**config.mk**
```make
export PLATFORM = sky130hd
export DESIGN_NAME = csr_trap_controller
export DESIGN_NICKNAME = d
export VERILOG_FILES = /design/src/rtl/csr_trap_controller.sv
export SDC_FILE = /design/constraint.sdc
export NUM_CORES = 1
export LEC_CHECK = 0
export CAP_MARGIN = 40
export CORE_MARGIN = 5
export CORE_UTILIZATION = 39
export DETAILED_ROUTE_END_ITERATION = 12
export PLACE_DENSITY_LB_ADDON = 0.12
export SYNTH_ARGS = -nofsm -noshare
export SYNTH_HDL_FRONTEND = slang
export SYNTH_SLANG_ARGS = --single-unit
```
**constraint.sdc**
```tcl
create_clock -name clk_i -period 2.7 [get_ports clk_i]
set_input_delay 0.54 -clock clk_i [delete_from_list [all_inputs] [get_ports clk_i]]
set_output_delay 0.54 -clock clk_i [all_outputs]
set_load 0.005 [all_outputs]
```
**src/rtl/csr_trap_controller.sv**
```systemverilog
// Single-port CSR sequencer: CSR instructions, trap entry, mret and redirect.
// Define CSR_IRQ_EN to add the external interrupt path and its MIE/MEIE shadows.
module csr_trap_controller #(
  parameter int unsigned TVEC_ALIGN = 4
) (
  input  logic        clk_i,
  input  logic        rst_i,
  input  logic        op_valid_i,
  input  logic [2:0]  op_type_i,
  input  logic [11:0] op_addr_i,
  input  logic [31:0] op_rs1_i,
  input  logic [4:0]  op_zimm_i,
  output logic        op_ack_o,
  output logic [31:0] op_result_o,
  input  logic        exc_valid_i,
  input  logic [30:0] exc_cause_i,
  input  logic [31:0] exc_pc_i,
  input  logic        mret_valid_i,
  input  logic        irq_ext_i,
  input  logic [31:0] irq_pc_i,
  output logic [11:0] csr_addr_o,
  output logic        csr_we_o,
  output logic [31:0] csr_wdata_o,
  input  logic [31:0] csr_rdata_i,
  output logic        stall_o,
  output logic        redirect_valid_o,
  output logic [31:0] redirect_pc_o
);

  localparam logic [11:0] ADDR_MSTATUS = 12'h300;
  localparam logic [11:0] ADDR_MTVEC   = 12'h305;
  localparam logic [11:0] ADDR_MEPC    = 12'h341;
  localparam logic [11:0] ADDR_MCAUSE  = 12'h342;
  localparam logic [31:0] IRQ_CAUSE    = 32'h8000_000B;
  localparam logic [31:0] VEC_MASK     = ~(TVEC_ALIGN - 32'd1);

  typedef enum logic [2:0] {
    IDLE     = 3'd0,
    T_EPC    = 3'd1,
    T_CAUSE  = 3'd2,
    T_STATUS = 3'd3,
    T_VEC    = 3'd4,
    R_STATUS = 3'd5,
    R_EPC    = 3'd6
  } state_e;

  state_e      state_q, state_d;
  logic [31:0] pc_q, pc_d;
  logic [31:0] cause_q, cause_d;
  logic [31:0] operand_s;
  logic        irq_take_s;

  function automatic logic [31:0] trap_status(input logic [31:0] ms);
    logic [31:0] r;
    r    = ms;
    r[7] = ms[3];
    r[3] = 1'b0;
    return r;
  endfunction

  function automatic logic [31:0] ret_status(input logic [31:0] ms);
    logic [31:0] r;
    r    = ms;
    r[3] = ms[7];
    r[7] = 1'b1;
    return r;
  endfunction

`ifdef CSR_IRQ_EN
  localparam logic [11:0] ADDR_MIE = 12'h304;
  logic sh_mie_q;
  logic sh_meie_q;

  assign irq_take_s = irq_ext_i & sh_mie_q & sh_meie_q;

  // Shadow MIE/MEIE snooped from every port write, including trap/return writes
  always_ff @(posedge clk_i or posedge rst_i) begin
    if (rst_i) begin
      sh_mie_q  <= 1'b0;
      sh_meie_q <= 1'b0;
    end else begin
      if (csr_we_o && (csr_addr_o == ADDR_MSTATUS)) sh_mie_q <= csr_wdata_o[3];
      if (csr_we_o && (csr_addr_o == ADDR_MIE))     sh_meie_q <= csr_wdata_o[11];
    end
  end
`else
  logic unused_irq_s;
  assign unused_irq_s = ^{irq_ext_i, irq_pc_i};
  assign irq_take_s   = 1'b0;
`endif

  // Event arbitration, CSR port drive and next-state selection
  always_comb begin
    state_d          = state_q;
    pc_d             = pc_q;
    cause_d          = cause_q;
    operand_s        = op_type_i[2] ? {27'd0, op_zimm_i} : op_rs1_i;
    csr_addr_o       = 12'h000;
    csr_we_o         = 1'b0;
    csr_wdata_o      = 32'h0000_0000;
    op_ack_o         = 1'b0;
    op_result_o      = 32'h0000_0000;
    stall_o          = 1'b1;
    redirect_valid_o = 1'b0;
    redirect_pc_o    = 32'h0000_0000;
    case (state_q)
      IDLE: begin
        if (exc_valid_i) begin
          pc_d    = exc_pc_i;
          cause_d = {1'b0, exc_cause_i};
          state_d = T_EPC;
        end else if (mret_valid_i) begin
          state_d = R_STATUS;
        end else if (irq_take_s) begin
          pc_d    = irq_pc_i;
          cause_d = IRQ_CAUSE;
          state_d = T_EPC;
        end else begin
          stall_o = 1'b0;
          if (op_valid_i) begin
            op_ack_o = 1'b1;
            // Set/clear forms with a zero operand read without writing
            case (op_type_i)
              3'b001, 3'b101: begin
                csr_addr_o  = op_addr_i;
                op_result_o = csr_rdata_i;
                csr_we_o    = 1'b1;
                csr_wdata_o = operand_s;
              end
              3'b010, 3'b110: begin
                csr_addr_o  = op_addr_i;
                op_result_o = csr_rdata_i;
                csr_we_o    = (operand_s != 32'h0000_0000);
                csr_wdata_o = csr_rdata_i | operand_s;
              end
              3'b011, 3'b111: begin
                csr_addr_o  = op_addr_i;
                op_result_o = csr_rdata_i;
                csr_we_o    = (operand_s != 32'h0000_0000);
                csr_wdata_o = csr_rdata_i & ~operand_s;
              end
              default: begin
                op_result_o = 32'h0000_0000;
              end
            endcase
          end else begin
            op_ack_o = 1'b0;
          end
        end
      end
      T_EPC: begin
        csr_addr_o  = ADDR_MEPC;
        csr_we_o    = 1'b1;
        csr_wdata_o = {pc_q[31:2], 2'b00};
        state_d     = T_CAUSE;
      end
      T_CAUSE: begin
        csr_addr_o  = ADDR_MCAUSE;
        csr_we_o    = 1'b1;
        csr_wdata_o = cause_q;
        state_d     = T_STATUS;
      end
      T_STATUS: begin
        csr_addr_o  = ADDR_MSTATUS;
        csr_we_o    = 1'b1;
        csr_wdata_o = trap_status(csr_rdata_i);
        state_d     = T_VEC;
      end
      T_VEC: begin
        csr_addr_o       = ADDR_MTVEC;
        redirect_valid_o = 1'b1;
        redirect_pc_o    = csr_rdata_i & VEC_MASK;
        state_d          = IDLE;
      end
      R_STATUS: begin
        csr_addr_o  = ADDR_MSTATUS;
        csr_we_o    = 1'b1;
        csr_wdata_o = ret_status(csr_rdata_i);
        state_d     = R_EPC;
      end
      R_EPC: begin
        csr_addr_o       = ADDR_MEPC;
        redirect_valid_o = 1'b1;
        redirect_pc_o    = csr_rdata_i;
        state_d          = IDLE;
      end
      default: begin
        stall_o = 1'b0;
        state_d = IDLE;
      end
    endcase
  end

  // Sequencer state plus latched trap PC and cause
  always_ff @(posedge clk_i or posedge rst_i) begin
    if (rst_i) begin
      state_q <= IDLE;
      pc_q    <= 32'h0000_0000;
      cause_q <= 32'h0000_0000;
    end else begin
      state_q <= state_d;
      pc_q    <= pc_d;
      cause_q <= cause_d;
    end
  end

endmodule
```
==> impl_metrics.ini, run 1 <==
[global_route]
track_usage_pct = 26.4
grt_max_degree = 65
busiest_layer = met2
first_global_vias = 6029
antenna_found_initial = 1
globalRouteMet2Util_pct = 45.6
grt-ovfl-total = 0
met3_usage_pct = 6.00
grt_util_met1_pct = 31.6
grt_pass1_wl_um = 33000

[power_and_ir_drop]
p_leak_nw = 3.99
ir_drop_uv = 439
fin_total_pwr_w = 0.00712
powerDensity_nw_per_um2 = 801

[critical_path]
r2r-start = state_q[2]
start_kind = primary input
critical_path_required_ns = 2.16
arrival_ns = 2.31
rrSetupSlack_ns = 0.94
crit_start = exc_valid_i
critPathKind = in -> out
path_max_fanout = 20
r2r_end = cause_q[30]
r2r_cells = 4
cp-end-kind = output pin
endpoint = csr_addr_o[4]

[clocking]
clock_path_buffers = 2
clockRootBuffer = clkbuf_16
insertion_delay_ns = 0.33
htreeDepth = 3
clk_pin_slew_ns = 0.05
numCtsBuffers = 9
cts_tree = done
cts.sinks = 64

[final_layout]
register_area_um2 = 1610
multiInputGateArea_um2 = 3200
drive_gt1_share_pct = 30.4
n_fill_cell = 1029
fin_cells = 1063
nNetsFinal = 1070
synthToLayoutAreaGrowth_pct = 73.8

[worst_hold_path]
whs_path_depth = 1
hp-class = reg -> reg

[job]
cap_violations = 0

[timing]
rsz0062_at_grt = yes
setup_viol = 33
relSlewSlack_pct = 71.8
finalCritPeriodShare_pct = 105
fmax_mhz = 351
period_needed_ns = 2.85
setup_slack_ns = -0.146
hold_viol_final = 0
drv_slew = 0
fin_skew_ns = 0.00620
worst_slew_pin_slew_ns = 0.420

[synthesis]
synth_top_area_share_pct = 31.3
ys_types = 42
netlist_top_cells_count = mux2_2, and2_1, dfrtp_1
postSynthCellCount = 559
yosysTopAreaCell = dfrtp_1
yosysSeqAreaShare_pct = 31.3
postSynthNetCount = 744
synth_area_leaders = dfrtp_1, mux2_2, and2_1, a22oi_1, o211ai_1
ys_warn_count = 0
synth_edf_count = 0
synthesis.area_um2 = 5110
ys_ff_latch = 64
synth.most_common_cell = mux2_2
synthArstFlopShare_pct = 100
ys.flop_type = dfrtp_1
syn_area_per_cell_um2 = 9.15

[placed_design]
dp_hpwl_um = 16200
gp_congestion = 0.902
port_buffers = 261
dp_cells = 1038

[route]
wl_per_cell_um = 19.9
dr.pass1.iters = 6
drt_iter0_drc = 347
totalWireLength_um = 21200
drt-vias-per-instance = 5.42
vias = 5757
post-route-drc-count = 0
ant_nets = 0

[floorplanning]
core-area_um2 = 12700
row_count = 41
die_x_um = 125
num_io_pins = 297
die-area_um2 = 15500
die_y_um = 125
start_util_pct = 40.2

[status]
status = finished with violations
violations = negative setup slack
==> worst max-delay path, stage by stage <==
cell and delay, ns:
clkdlybuf4s50_1 0.44, nor2_2 0.14, and4b_2 0.28, buf_6 0.19, and2_1 0.20, clkdlybuf4s50_1 0.52
==> per-stage QoR <==
stage / area, um2 / hold WS (ns) / utilization [%] / setup TNS (ns) / worst slack [ns]
finish: 8890 / 0.502 / 69.9 / -2.59 / -0.146
global route: 8890 / 0.520 / 69.9 / -4.44 / -0.206
CTS: 8830 / 0.503 / 69.4 / -7.42 / -0.263
floorplan: 5110 / 0.475 / - / 0 / 0.562
global placement: 8490 / 0.484 / 66.8 / -17.19 / -0.371
detailed placement: 8490 / 0.491 / 66.8 / -17.64 / -0.340
==> what timing repair did <==
item | CTS | global route
pin swaps | 13 | 4
hold buffers | 0 | 0
setup buffers | 3 | 6
gates resized for setup | 118 | 35
endpoints found under the setup margin | 74 | 85
cloned | 1 | 0
==> flip-flops by register name (all words and copies together) (netlist names) <==
name and flops:
cause_q 31, pc_q 30, state_q 3
==> cell type report <==
class	count	area share [%]
timing repair buffer	366	38.6
multi-input combinational	411	36.0
sequential	64	18.1
clock buffer	13	2.82
tap	172	2.42
inverter	33	1.39
clock inverter	3	0.732
antenna	1	0.0282
==> layer usage <==
| metal | wire, um | share of wire (%) |
|---|---|---|
| met4 | 668 | 3.2 |
| met2 | 10500 | 50 |
| met1 | 8690 | 41 |
| met5 | 0 | 0 |
| met3 | 1310 | 6.2 |
==> layout by cell type (no fill, tap or decap), drive strengths merged, types with 3 or more instances in the layout <==
cell type and n:
nand3b 19, nor3 8, a211o 26, clkbuf 21, a21oi 35, dfrtp 64
dlymetal6s2s 7, mux2 88, inv 33, o21ai 4, buf 126, o211ai 25
nor4 7, nand3 8, clkdlybuf4s15 3, dlygate4sd2 9, mux2i 13, nor2b 8
and2 65, a21o 3, a22oi 27, clkdlybuf4s50 213, o221ai 6, nor2 37
nand2 14
==> power by group <==
group          leakage (nW)  switching (W)  internal (W)
Sequential            0.754       0.000287       0.00146
Clock                 0.154       0.000411      0.000833
Combinational          3.09        0.00177       0.00236
Total                  3.99        0.00247       0.00465
==> cell families after synthesis <==
kind of cell | share of synthesized area [%]
and+or+nand+nor | 19.2
buffers and inverters | 8.29
muxes | 21.9
DFF | 31.3
AOI/OAI and AO/OA | 18.9
xor gates and xnor gates | 0.318
==> worst min path at each step <==
stage	to	startpoint	slack, ns
floorplan	pc_q[7]	pc_q[7]	0.48
global placement	pc_q[25]	pc_q[25]	0.48
detailed placement	pc_q[7]	pc_q[7]	0.49
CTS	pc_q[7]	pc_q[7]	0.50
global route	pc_q[18]	pc_q[18]	0.52
finish	pc_q[26]	pc_q[26]	0.50
(Power assumes the default switching activity.)
==> run 2: changes to the inputs <==
Settings changed: CAP_MARGIN 40 to unset.
==> results of run 2 <==
Same layout as run 1: the final DEF is identical, and so are final timing and power.
